## src/rtl/tty_pkg.sv

```systemverilog
// Shared types and constants for the TTY UART transmitter.
package tty_pkg;

  localparam int unsigned TTY_DATA_W     = 7;
  localparam int unsigned UART_DATA_BITS = 8;
  localparam int unsigned FRAME_BITS     = 10;

  typedef enum logic [1:0] {
    StIdle  = 2'd0,
    StStart = 2'd1,
    StData  = 2'd2,
    StStop  = 2'd3
  } tty_state_e;

endpackage

```

## src/rtl/tty_fifo.sv

```systemverilog
// Synchronous FIFO; pointers carry one extra wrap bit so count = wptr - rptr.
module tty_fifo #(
  parameter int unsigned Width   = 8,
  parameter int unsigned FIFO_AW = 4
) (
  input  logic               clk_i,
  input  logic               rst_i,
  input  logic               push_i,
  input  logic [Width-1:0]   wdata_i,
  input  logic               pop_i,
  output logic [Width-1:0]   rdata_o,
  output logic               full_o,
  output logic               empty_o,
  output logic [FIFO_AW:0]   count_o
);

  localparam int unsigned Depth = 2 ** FIFO_AW;

  logic [Width-1:0] mem_q [Depth];
  logic [FIFO_AW:0] wptr_q, wptr_d;
  logic [FIFO_AW:0] rptr_q, rptr_d;
  logic             push_ok, pop_ok;

  assign count_o = wptr_q - rptr_q;
  assign full_o  = (count_o == (FIFO_AW + 1)'(Depth));
  assign empty_o = (count_o == '0);
  assign rdata_o = mem_q[rptr_q[FIFO_AW-1:0]];

  assign push_ok = push_i & ~full_o;
  assign pop_ok  = pop_i & ~empty_o;

  always_comb begin
    wptr_d = wptr_q;
    rptr_d = rptr_q;
    if (push_ok) wptr_d = wptr_q + 1'b1;
    if (pop_ok)  rptr_d = rptr_q + 1'b1;
  end

  always_ff @(posedge clk_i) begin
    if (rst_i) begin
      wptr_q <= '0;
      rptr_q <= '0;
    end else begin
      wptr_q <= wptr_d;
      rptr_q <= rptr_d;
    end
  end

  // Storage needs no reset; only the pointers define validity.
  always_ff @(posedge clk_i) begin
    if (push_ok) mem_q[wptr_q[FIFO_AW-1:0]] <= wdata_i;
  end

endmodule

```

## src/rtl/tty_uart_tx.sv

```systemverilog
// TTY write port to 8N1 UART: buffers characters and serializes them back-to-back.
module tty_uart_tx
  import tty_pkg::*;
#(
  parameter int unsigned CLKS_PER_BIT = 250,
  parameter int unsigned FIFO_AW      = 4
) (
  input  logic                  clk_i,
  input  logic                  rst_i,
  input  logic [TTY_DATA_W-1:0] tty_data_i,
  input  logic                  tty_we_i,
  output logic                  tx_o,
  output logic                  busy_o,
  output logic                  full_o,
  output logic                  overflow_o
);

  localparam int unsigned BaudW = (CLKS_PER_BIT > 1) ? $clog2(CLKS_PER_BIT) : 1;
  localparam int unsigned CntW  = FIFO_AW + 1;
  localparam logic [BaudW-1:0] BaudLast = BaudW'(CLKS_PER_BIT - 1);
  localparam logic [2:0]       LastBit  = 3'(UART_DATA_BITS - 1);

  tty_state_e                state_q, state_d;
  logic [BaudW-1:0]          baud_q, baud_d;
  logic [2:0]                bit_q, bit_d;
  logic [UART_DATA_BITS-1:0] shift_q, shift_d;
  logic                      tx_q, tx_d;
  logic                      busy_q, busy_d;
  logic                      ovf_q, ovf_d;

  logic                      fifo_push, fifo_pop, fifo_full, fifo_empty;
  logic [UART_DATA_BITS-1:0] fifo_rdata;
  logic [CntW-1:0]           fifo_count, count_d;
  logic                      baud_tick;

  assign fifo_push = tty_we_i & ~fifo_full;
  assign baud_tick = (baud_q == BaudLast);

  tty_fifo #(
    .Width   (UART_DATA_BITS),
    .FIFO_AW (FIFO_AW)
  ) u_fifo (
    .clk_i   (clk_i),
    .rst_i   (rst_i),
    .push_i  (fifo_push),
    .wdata_i ({1'b0, tty_data_i}),
    .pop_i   (fifo_pop),
    .rdata_o (fifo_rdata),
    .full_o  (fifo_full),
    .empty_o (fifo_empty),
    .count_o (fifo_count)
  );

  always_comb begin
    state_d  = state_q;
    baud_d   = baud_q;
    bit_d    = bit_q;
    shift_d  = shift_q;
    tx_d     = tx_q;
    fifo_pop = 1'b0;

    unique case (state_q)
      StIdle: begin
        tx_d = 1'b1;
        if (!fifo_empty) begin
          fifo_pop = 1'b1;
          shift_d  = fifo_rdata;
          bit_d    = '0;
          baud_d   = '0;
          tx_d     = 1'b0;
          state_d  = StStart;
        end
      end
      StStart: begin
        if (baud_tick) begin
          baud_d  = '0;
          bit_d   = '0;
          tx_d    = shift_q[0];
          shift_d = shift_q >> 1;
          state_d = StData;
        end else begin
          baud_d = baud_q + 1'b1;
        end
      end
      StData: begin
        if (baud_tick) begin
          baud_d = '0;
          if (bit_q == LastBit) begin
            tx_d    = 1'b1;
            state_d = StStop;
          end else begin
            tx_d    = shift_q[0];
            shift_d = shift_q >> 1;
            bit_d   = bit_q + 1'b1;
          end
        end else begin
          baud_d = baud_q + 1'b1;
        end
      end
      StStop: begin
        if (baud_tick) begin
          baud_d = '0;
          // Chain straight into the next start bit when more text is queued.
          if (!fifo_empty) begin
            fifo_pop = 1'b1;
            shift_d  = fifo_rdata;
            bit_d    = '0;
            tx_d     = 1'b0;
            state_d  = StStart;
          end else begin
            tx_d    = 1'b1;
            state_d = StIdle;
          end
        end else begin
          baud_d = baud_q + 1'b1;
        end
      end
      default: begin
        tx_d    = 1'b1;
        state_d = StIdle;
      end
    endcase

    count_d = fifo_count + CntW'(fifo_push) - CntW'(fifo_pop & ~fifo_empty);
    busy_d  = (state_d != StIdle) | (count_d != '0);
    ovf_d   = ovf_q | (tty_we_i & fifo_full);
  end

  always_ff @(posedge clk_i) begin
    if (rst_i) begin
      state_q <= StIdle;
      baud_q  <= '0;
      bit_q   <= '0;
      shift_q <= '0;
      tx_q    <= 1'b1;
      busy_q  <= 1'b0;
      ovf_q   <= 1'b0;
    end else begin
      state_q <= state_d;
      baud_q  <= baud_d;
      bit_q   <= bit_d;
      shift_q <= shift_d;
      tx_q    <= tx_d;
      busy_q  <= busy_d;
      ovf_q   <= ovf_d;
    end
  end

  assign tx_o       = tx_q;
  assign busy_o     = busy_q;
  assign full_o     = fifo_full;
  assign overflow_o = ovf_q;

endmodule
```

## config.mk

```make
export PLATFORM = sky130hd
export DESIGN_NAME = tty_uart_tx
export DESIGN_NICKNAME = d
export VERILOG_FILES = /design/src/rtl/tty_pkg.sv /design/src/rtl/tty_fifo.sv /design/src/rtl/tty_uart_tx.sv
export SDC_FILE = /design/constraint.sdc
export NUM_CORES = 1
export LEC_CHECK = 0
export ABC_AREA = 1
export BUFFER_PORTS_ARGS = -buffer_cell sky130_fd_sc_hd__buf_4
export CELL_PAD_IN_SITES_DETAIL_PLACEMENT = 1
export CELL_PAD_IN_SITES_GLOBAL_PLACEMENT = 1
export CORE_ASPECT_RATIO = 1.1
export CORE_MARGIN = 5
export CORE_UTILIZATION = 55
export CTS_BUF_LIST = sky130_fd_sc_hd__clkbuf_8
export CTS_CLUSTER_DIAMETER = 200
export DETAILED_ROUTE_END_ITERATION = 12
export PLACE_DENSITY = 0.92
export SLEW_MARGIN = 20
export SYNTH_ARGS = -nofsm -noshare
export SYNTH_HDL_FRONTEND = slang
export SYNTH_SLANG_ARGS = --single-unit
```

## constraint.sdc

```tcl
create_clock -name clk_i -period 6.15 [get_ports clk_i]
set_input_delay 1.23 -clock clk_i [delete_from_list [all_inputs] [get_ports clk_i]]
set_output_delay 1.23 -clock clk_i [all_outputs]
set_load 0.05 [all_outputs]
```

==> impl_metrics.tcl <==
set metrics [dict create \
    crit_path_end_kind "primary output" \
    core_area_sq_um 12500 \
    drc 0 \
    hold_class "flop to flop" \
    synth_nets 777 \
    setup_viol 0 \
    grt_pass1_vias 5745 \
    grt_overflow 0 \
    diodes 0 \
    min_from "overflow_o$_SDFF_PP0_" \
    cts_tree "done" \
    htree_num_levels 4 \
    whs_endpoint "overflow_o$_SDFF_PP0_" \
    met1Wirelength_mm 7.37 \
    fin_crit_ps 4230 \
    r2r_start "u_fifo.wptr_q[0]$_SDFFE_PP0P_" \
    drv_cap 0 \
    grt_max_degree 64 \
    clock_skew_ps 15.4 \
    hold_violations 0 \
    synth_top_cell_area_share_pct 48.1 \
    rsz0062_at_grt "no" \
    clk_path_buf_depth 2 \
    leakagePower_nw 3.05 \
    die_area_sq_um 15100 \
    place.gp.congestion 0.890 \
    ys_ff_latch 149 \
    routed_via_density 5.72 \
    startpoint_type "flop" \
    fin_tns_setup_ps 0 \
    dp_cells 888 \
    fillCellCount 1421 \
    clkTransAtPathRegs_ps 90 \
    hold_depth 2 \
    yosysMostFrequentCell "nand2_1" \
    dieWidth_microns 118 \
    ctsHoldBuffers 0 \
    numCtsBuffers 17 \
    io_pins 14 \
    worstPathArrival_ps 3000 \
    powerDensity_nw_per_um2 421 \
    numPortBuffers 13 \
    synth.avg_cell_area_sq_um 9.43 \
    antenna_found_initial 0 \
    track_usage_pct 26.1 \
    whs_ps 466 \
    synthCells 742 \
    synth_top_cell_by_area "edfxtp_1" \
    nNetsFinal 785 \
    wl_per_cell_microns 20.7 \
    dp_hpwl_mm 12.2 \
    cts_setup_buffers 0 \
    post-route-period-util_pct 68.8 \
    initial_core_util_pct 55.8 \
    cts.sink_count 149 \
    dieHeight_microns 128 \
    synth_warnings 0 \
    routed.top_layer "met4" \
    placed_area_sq_um 7190 \
    drt-total-wl_mm 19.1 \
    synth_edf_count 112 \
    area_growth_pct 8.85 \
    crit_fanout 5 \
    dr.pass1.iters 5 \
    synth_area_leaders "edfxtp_1 48%, dfxtp_1 11%, nand2_1 10%" \
    post_synth_instance_area_sq_um 7000 \
    ir_worst_vdd_mv 0.295 \
    fin_cells 920 \
    worstRegToRegCells 24 \
    synth_seq_area_share_pct 58.6 \
    cp_data_required_time_ps 4920 \
    reg2reg_to "busy_o$_SDFF_PP0_" \
    async_reset_ff_share_pct 0 \
    met2_wirelength_mm 10.3 \
    cts.repair.resized 0 \
    r2r_slack_ps 2200 \
    status "finished clean" \
    post-route-cell-area_sq_um 7620 \
    slew_violations 0 \
    critPathKind "flop to primary output" \
    grt_pass1_wl_mm 30.5 \
    yosysUniqueCellTypes 37 \
    vias 5263 \
    drive_gt1_share_pct 9.83 \
    clock-root-buffer "clkbuf_8" \
    slew_headroom_pct 36.9 \
    num_rows 43 \
    clk_latency_ps 480 \
    synthTopCellsByCount "190 x nand2_1, 112 x edfxtp_1, 91 x nor2_1" \
    synth_flop_cell "edfxtp_1" \
    worst_slew_pin_slew_ps 944 \
    dr_wl_met3_microns 990 \
    dr.first_iter.drc_count 420 \
    ant_nets 0 \
    timing.fmax_mhz 236 \
]
## report_power, final
part           internal [mW]  switching [mW]  total (mW)
clock                  0.471           0.383       0.853
sequential              1.14          0.0567        1.20
combinational          0.358           0.796        1.15
## worst max-delay path: stages (launching register included)
cell and delay, ps:
dfxtp_1 350, inv_1 170, ha_1 200, inv_1 80
fa_1 410, xor2_1 210, inv_1 110, ha_1 150
nand2_1 60, nor2_1 310, nand2_1 180, inv_1 100
buf_4 200
## per-layer routing
metal	vias up	GRT usage, %
met5	-	0
li1	2464	-
met2	182	48.7
met4	0	9.72
met1	2580	29.2
met3	37	5.65
## cells in the final DEF, fill, tap and decap left out, types with 4 or more instances in the layout
| cell type | Yosys | routed |
|---|---|---|
| buf_4 | 0 | 15 |
| nand2_2 | 4 | 4 |
| xor2_1 | 5 | 5 |
| clkinv_1 | 0 | 5 |
| edfxtp_1 | 112 | 112 |
| nand2_1 | 190 | 190 |
| a21oi_1 | 32 | 32 |
| nor2_1 | 91 | 91 |
| dfxtp_1 | 37 | 36 |
| inv_1 | 65 | 67 |
| bufinv_16 | 0 | 5 |
| nand3_1 | 73 | 73 |
| nand2_4 | 4 | 4 |
| nor2_2 | 4 | 4 |
| clkbuf_8 | 0 | 17 |
| ha_1 | 23 | 23 |
| o21ai_0 | 42 | 42 |
| inv_2 | 4 | 4 |
## final cells by class
cell class | instances | area [sq um] | area share, %
sequential | 149 | 4110 | 53.9
multi-input combinational | 496 | 2500 | 32.9
inverter | 71 | 272 | 3.56
clock buffer | 17 | 234 | 3.07
tap | 157 | 196 | 2.58
clock inverter | 15 | 194 | 2.55
timing repair buffer | 15 | 113 | 1.48
## cells by family (layout without fill, tap and decap cells)
group,after synthesis,after routing,share of synthesized area [%]
buffers and inverters,97,118,5.65
adder cells (fa/ha/maj),25,25,4.68
AO/OA/AOI/OAI,84,84,6.40
AND/OR/NAND/NOR,381,381,23.9
XOR/XNOR,6,6,0.751
flip-flops,149,149,58.6
## flip-flops by register name (all words and copies together), names as in the netlist, named ones only
signal / cells
u_fifo.mem_q: 112
baud_q: 8
shift_q: 7
u_fifo.rptr_q: 5
u_fifo.wptr_q: 5
bit_q: 3
state_q: 2
busy_o: 1
overflow_o: 1
tx_o: 1
## worst max-delay path by stage
stage	start	cells past startpoint	slack [ps]	to
3_5_place_dp	u_fifo.wptr_q[0]$_SDFFE_PP0P_	24	2290	busy_o$_SDFF_PP0_
4_1_cts	u_fifo.wptr_q[0]$_SDFFE_PP0P_	12	1900	full_o
5_1_grt	u_fifo.wptr_q[0]$_SDFFE_PP0P_	12	1740	full_o
6_report	u_fifo.wptr_q[0]$_SDFFE_PP0P_	12	1920	full_o
3_3_place_gp	u_fifo.wptr_q[0]$_SDFFE_PP0P_	24	2550	busy_o$_SDFF_PP0_
2_1_floorplan	u_fifo.wptr_q[0]$_SDFFE_PP0P_	11	2690	full_o
## per-stage QoR
step,utilization [%],setup WS [ps],total power [mW]
detailed placement,57.3,2290,2.34
floorplan,-,2690,2.06
finish,60.8,1920,3.21
global placement,57.3,2550,2.25
global route,60.8,1740,3.39
CTS,60.7,1900,3.21
Note: power is estimated with default switching activity, not from simulation.
